$ cat src/rtl/seq_arb_ctrl_if.sv
// Host-side bundle for the arbitrary-sequence controller.
// master: host/test logic drives the commands and table writes and reads back status.
// slave : the controller receives the commands and presents code/status.
//   cmd_run/cmd_stop/cmd_step : sequencing commands (stop > run > step)
//   oneshot                   : stop after one full lap (sampled at the wrap edge)
//   wr_en/wr_addr/wr_data     : code table write port
//   Q/idx                     : current code and table position
//   busy/wrap/laps/err        : run flag, wrap pulse, saturating lap count, sticky write error
interface seq_arb_ctrl_if #(
  parameter int W  = 4,
  parameter int N  = 8,
  parameter int LW = 8
);
  localparam int AW = $clog2(N);

  logic          cmd_run;
  logic          cmd_stop;
  logic          cmd_step;
  logic          oneshot;
  logic          wr_en;
  logic [AW-1:0] wr_addr;
  logic [W-1:0]  wr_data;
  logic [W-1:0]  Q;
  logic [AW-1:0] idx;
  logic          busy;
  logic          wrap;
  logic [LW-1:0] laps;
  logic          err;

  modport master (
    output cmd_run, cmd_stop, cmd_step, oneshot, wr_en, wr_addr, wr_data,
    input  Q, idx, busy, wrap, laps, err
  );

  modport slave (
    input  cmd_run, cmd_stop, cmd_step, oneshot, wr_en, wr_addr, wr_data,
    output Q, idx, busy, wrap, laps, err
  );
endinterface

$ cat src/rtl/seq_arb_ctrl.sv
// Sequencer for the arbitrary-sequence counter: walks a programmable N-entry
// code table under run/stop/step commands, continuous or one-shot.
// Ports:
//   C   : clock, rising edge
//   R   : synchronous active-high reset (restores the default table too)
//   bus : seq_arb_ctrl_if.slave - commands, table write port, code/status outputs
module seq_arb_ctrl #(
  parameter int W  = 4,
  parameter int N  = 8,
  parameter int LW = 8
) (
  input logic         C,
  input logic         R,
  seq_arb_ctrl_if.slave bus
);
  localparam int AW = $clog2(N);

  typedef enum logic [1:0] {IDLE, RUN, PAUSE} state_t;

  state_t        state, state_nxt;
  logic [W-1:0]  tbl [N];
  logic [AW-1:0] idx;
  logic [LW-1:0] laps;
  logic          wrap;
  logic          err;
  logic          adv;
  logic          abort;
  logic          at_end;
  logic          wrap_edge;

  // Default sequence 4-5-14-3-6-12-11-13, repeated if the table is deeper.
  function automatic logic [W-1:0] dflt_code(input int i);
    logic [W-1:0] c;
    case (i % 8)
      0:       c = W'(4);
      1:       c = W'(5);
      2:       c = W'(14);
      3:       c = W'(3);
      4:       c = W'(6);
      5:       c = W'(12);
      6:       c = W'(11);
      default: c = W'(13);
    endcase
    return c;
  endfunction

  // Lap counter holds at all-ones instead of rolling over.
  function automatic logic [LW-1:0] sat_inc(input logic [LW-1:0] v);
    return (&v) ? v : v + LW'(1);
  endfunction

  assign at_end    = (idx == AW'(N - 1));
  assign wrap_edge = adv && at_end;

  always_ff @(posedge C) begin
    if (R) state <= IDLE;
    else   state <= state_nxt;
  end

  // Next state; stop outranks run, which outranks step.
  always_comb begin
    state_nxt = state;
    case (state)
      IDLE:    if (!bus.cmd_stop && bus.cmd_run) state_nxt = RUN;
      RUN:     if (bus.cmd_stop)                 state_nxt = PAUSE;
               else if (at_end && bus.oneshot)   state_nxt = IDLE;
      PAUSE:   if (bus.cmd_stop)                 state_nxt = IDLE;
               else if (bus.cmd_run)             state_nxt = RUN;
      default:                                   state_nxt = IDLE;
    endcase
  end

  // Entering RUN does not advance; the first advance is on the following edge.
  always_comb begin
    adv   = 1'b0;
    abort = 1'b0;
    case (state)
      IDLE:    adv = !bus.cmd_stop && !bus.cmd_run && bus.cmd_step;
      RUN:     adv = !bus.cmd_stop;
      PAUSE: begin
        abort = bus.cmd_stop;
        adv   = !bus.cmd_stop && !bus.cmd_run && bus.cmd_step;
      end
      default: adv = 1'b0;
    endcase
  end

  always_ff @(posedge C) begin
    if (R) begin
      idx  <= '0;
      laps <= '0;
      wrap <= 1'b0;
      err  <= 1'b0;
      for (int i = 0; i < N; i++) tbl[i] <= dflt_code(i);
    end else begin
      wrap <= wrap_edge;
      if (abort)    idx <= '0;
      else if (adv) idx <= at_end ? '0 : idx + AW'(1);
      if (wrap_edge) laps <= sat_inc(laps);
      // The table is frozen while running; an attempted write only flags err.
      if (bus.wr_en) begin
        if (state == RUN) err <= 1'b1;
        else              tbl[bus.wr_addr] <= bus.wr_data;
      end
    end
  end

  // Q reads straight from the table so writes and advances show with no extra delay.
  assign bus.Q    = tbl[idx];
  assign bus.idx  = idx;
  assign bus.busy = (state == RUN);
  assign bus.wrap = wrap;
  assign bus.laps = laps;
  assign bus.err  = err;
endmodule

$ cat src/flat_wrapper.sv
// flat-port wrapper written by rule: the top's interface ports become plain ports
module seq_arb_ctrl_flat 
#(
  parameter int W  = 4,
  parameter int N  = 8,
  parameter int LW = 8
)
  (C, R, bus_cmd_run, bus_cmd_stop, bus_cmd_step, bus_oneshot, bus_wr_en, bus_wr_addr, bus_wr_data, bus_Q, bus_idx, bus_busy, bus_wrap, bus_laps, bus_err);
  seq_arb_ctrl_if #(.W(W), .N(N), .LW(LW)) bus_i ();
  input logic C;
  input logic R;
  input wire logic [$bits(bus_i.cmd_run)-1:0] bus_cmd_run;
  input wire logic [$bits(bus_i.cmd_stop)-1:0] bus_cmd_stop;
  input wire logic [$bits(bus_i.cmd_step)-1:0] bus_cmd_step;
  input wire logic [$bits(bus_i.oneshot)-1:0] bus_oneshot;
  input wire logic [$bits(bus_i.wr_en)-1:0] bus_wr_en;
  input wire logic [$bits(bus_i.wr_addr)-1:0] bus_wr_addr;
  input wire logic [$bits(bus_i.wr_data)-1:0] bus_wr_data;
  output wire logic [$bits(bus_i.Q)-1:0] bus_Q;
  output wire logic [$bits(bus_i.idx)-1:0] bus_idx;
  output wire logic [$bits(bus_i.busy)-1:0] bus_busy;
  output wire logic [$bits(bus_i.wrap)-1:0] bus_wrap;
  output wire logic [$bits(bus_i.laps)-1:0] bus_laps;
  output wire logic [$bits(bus_i.err)-1:0] bus_err;
  assign bus_i.cmd_run = bus_cmd_run;
  assign bus_i.cmd_stop = bus_cmd_stop;
  assign bus_i.cmd_step = bus_cmd_step;
  assign bus_i.oneshot = bus_oneshot;
  assign bus_i.wr_en = bus_wr_en;
  assign bus_i.wr_addr = bus_wr_addr;
  assign bus_i.wr_data = bus_wr_data;
  assign bus_Q = bus_i.Q;
  assign bus_idx = bus_i.idx;
  assign bus_busy = bus_i.busy;
  assign bus_wrap = bus_i.wrap;
  assign bus_laps = bus_i.laps;
  assign bus_err = bus_i.err;
  seq_arb_ctrl #(.W(W), .N(N), .LW(LW)) u_core (.C(C), .R(R), .bus(bus_i));
endmodule
$ cat config.mk
export PLATFORM = sky130hd
export DESIGN_NAME = seq_arb_ctrl_flat
export DESIGN_NICKNAME = d
export VERILOG_FILES = /design/src/rtl/seq_arb_ctrl_if.sv /design/src/rtl/seq_arb_ctrl.sv /design/src/flat_wrapper.sv
export SDC_FILE = /design/constraint.sdc
export NUM_CORES = 1
export LEC_CHECK = 0
export CORE_MARGIN = 2
export CORE_UTILIZATION = 35
export DETAILED_ROUTE_END_ITERATION = 10
export PLACE_DENSITY = 0.51
export SLEW_MARGIN = 20
export SYNTH_ARGS = -nofsm -noshare
export SYNTH_HDL_FRONTEND = slang
export SYNTH_SLANG_ARGS = --single-unit
$ cat constraint.sdc
create_clock -name C -period 3.55 [get_ports C]
set_clock_uncertainty 0.1 [all_clocks]
set_input_delay 0.355 -clock C [delete_from_list [all_inputs] [get_ports C]]
set_output_delay 0.355 -clock C [all_outputs]
set_load 0.02 [all_outputs]
==> results_dict.tcl <==
set metrics [dict create \
    dr_total_vias 1572 \
    path_cells "mux4_2, mux2_2, clkdlybuf4s50_1" \
    diodes 0 \
    drv_cap 0 \
    wire_per_inst_um 16.53 \
    grt_pass1_wl_mm 7.783 \
    grt-ovfl-total 0 \
    nFillCells 594 \
    worst_hold_path_type "reg -> reg" \
    htree_levels 2 \
    switching_share_pct 22.10 \
    grt_pass1_vias 1519 \
    fin_nets 235 \
    rsz0062_at_grt "false" \
    viasPerCell 5.311 \
    period_needed_ns 2.822 \
    p_per_area_nw_per_um2 415.8 \
    cts-root-buf "clkbuf_8" \
    gr-usage-all-layers_pct 14.08 \
    final_area_sq_um 2764 \
    ant_nets 0 \
    cpMaxStageDelayCell "dfxtp_1" \
    required_ns 3.09 \
    setup_violations 0 \
    worstHoldPathCells 2 \
    critPathCaptureType "output port" \
    postCtsSetupBuffers 0 \
    synth_fp_nets 205 \
    cts_tree "done" \
    synth_area_sq_um 2278 \
    cp.arrival_ns 2.37 \
    synthCells 188 \
    regArea_sq_um 1321 \
    layout_common_cells "32 x edfxtp_1, 31 x clkdlybuf4s50_1, 18 x dfxtp_1" \
    worstPathMaxFanout 8 \
    cts.path.max_buffers 2 \
    reg2reg_slack_ns 1.30 \
    seqPwrFrac_pct 56.3 \
    ys_ff_latch 50 \
    clkLatencyLatePin_ns 0.30 \
    ys_seq_area_share_pct 57.99 \
    cts_resized 0 \
    synth_cell_type_count 35 \
    internal_power_uw 895.3 \
    synth_warnings 0 \
    gp_congestion 0.8322 \
    hold_viol_final 0 \
    leakagePower_uw 0.0008855 \
    clkSlewWorstSetupHoldPaths_ns 0.09 \
    reg2reg_depth 3 \
    cts_sinks 50 \
    grt_max_degree 17 \
    worst_slew_pin_slew_ns 0.6224 \
    antenna_found_initial 0 \
    clockPowerShare_pct 35.0 \
    max_freq_mhz 354.3 \
    routed_wl_mm 4.893 \
    initial_utilization_pct 36.09 \
    top_usage_layer "met2" \
    cts_hold_buf 0 \
    cp_slowest_stage_delay_ns 0.65 \
    worstSetupPathType "reg -> out" \
    multi_input_area_sq_um 885.9 \
    dp_hpwl_mm 3.710 \
    slew_headroom_pct 58.07 \
    layout_commonest_cell "edfxtp_1" \
    met3_usage_pct 3.048 \
    pwr-share-comb_pct 8.8 \
    net-switching-power_uw 253.9 \
    cp-start-kind "register" \
    die_area_sq_um 7172 \
    drcViolationCount 0 \
    portBuffers 31 \
    status "finished clean" \
    use_met2_pct 24.77 \
    die_w_um 84.69 \
    die_height_um 84.69 \
    dr.pass1.iters 4 \
    drtIter0Drc 166 \
    ir_drop_v 0.0001567 \
    finalCritPeriodShare_pct 79.50 \
    cts_buffers 5 \
    rows 29 \
    placed_cell_area_sq_um 2651 \
    use_met1_pct 17.27 \
    syn_area_per_cell_sq_um 12.12 \
    pin_count 32 \
    drv_slew 0 \
    setup_tns_ns 0 \
    drive_above_1_share_pct 11.87 \
    area_growth_pct 21.31 \
    core_sq_um 6314 \
]
==> worst paths after layout <==
kind                                      start               end
worst max register to register  u_core.state[0]  u_core.tbl[2][1]
worst min-delay path             u_core.bus.err    u_core.bus.err
worst min register to register   u_core.bus.err    u_core.bus.err
worst max-delay path                   register          bus_Q[3]
==> sequential cells by signal, indices dropped and copies added, names as in the netlist, named ones only <==
register,cells
u_core.bus.idx,3
u_core.state,2
u_core.tbl,32
u_core.bus.err,1
u_core.bus.laps,8
u_core.bus.wrap,1
==> cell type report <==
cell class	instances	area share, %
clock buffers	5	2.490
clock inverters	3	1.584
inverters	8	1.086
multi-input cells	121	32.05
flip-flops and latches	50	47.80
well taps	77	3.486
repair buffers	32	11.50
==> cell families (layout without fill, tap and decap cells) <==
kind of cell | after synthesis | in the layout | synth area share, %
AOI/OAI and AO/OA | 23 | 23 | 6.371
adders and majority gates | 3 | 3 | 1.648
buffers and inverters | 17 | 48 | 3.130
DFF | 50 | 50 | 57.99
muxes | 17 | 17 | 12.19
and+or+nand+nor | 78 | 78 | 18.67
==> power by group through the flow <==
stage	logic [uW]	clock network (uW)	registers, uW
6_report	101	402	647
5_1_grt	109	434	649
4_1_cts	102	409	647
3_5_place_dp	102	0	661
3_3_place_gp	98.4	0	661
2_1_floorplan	58.9	0	654
==> stage by stage <==
stage               std cells  hold WS [ns]  power (uW)  setup slack [ns]  utilization [%]
finish                    296        0.3826        1149            0.7278            43.78
global placement          288        0.3618       759.2            0.9180            41.99
detailed placement        288        0.3677       762.1            0.6647            41.99
CTS                       296        0.3904        1158            0.7001            43.78
global route              296        0.4276        1191            0.6122            43.78
floorplan                 188        0.3343       713.0             1.510                -
==> worst max-delay path: cells and delay by family (launching register included) <==
family | cells | cell delay [ns]
multiplexers | 2 | 0.88
flip-flops | 1 | 0.65
buffers and inverters | 1 | 0.53
==> cells in the mapped netlist <==
master / number / area [sq um]
nand3b_1: 1 / 7.510
edfxtp_1: 32 / 960.9
dfxtp_1: 18 / 360.4
or2b_1: 1 / 7.510
o211ai_1: 2 / 15.01
mux4_2: 8 / 180.2
nand2b_1: 5 / 31.28
or3_1: 12 / 75.07
mux2i_1: 3 / 30.03
clkbuf_1: 8 / 30.03
a21oi_1: 8 / 40.04
nor4b_1: 1 / 8.760
or2_2: 3 / 18.77
nand2_1: 12 / 45.04
o31ai_1: 1 / 7.510
nand4_1: 3 / 18.77
a211o_1: 1 / 8.760
o2111ai_1: 1 / 8.760
o41ai_1: 2 / 17.52
ha_1: 3 / 37.54
nor2b_1: 1 / 6.260
or4b_1: 1 / 10.01
nand3_1: 2 / 10.01
or3b_1: 1 / 8.760
buf_6: 1 / 11.26
inv_1: 8 / 30.03
or4_1: 2 / 15.01
o311ai_0: 2 / 17.52
nor4_1: 3 / 18.77
and2_1: 6 / 37.54
nor2_1: 14 / 52.55
mux2_2: 6 / 67.56
nor3_1: 9 / 45.04
o21ai_0: 6 / 30.03
nand4b_1: 1 / 8.760
==> per-layer routing <==
metal | part of all wire (%) | wire, um
met5 | 0 | 0
met4 | 1.3 | 64
met3 | 3.8 | 188
met2 | 51 | 2499
met1 | 44 | 2140
(Power assumes the default switching activity.)
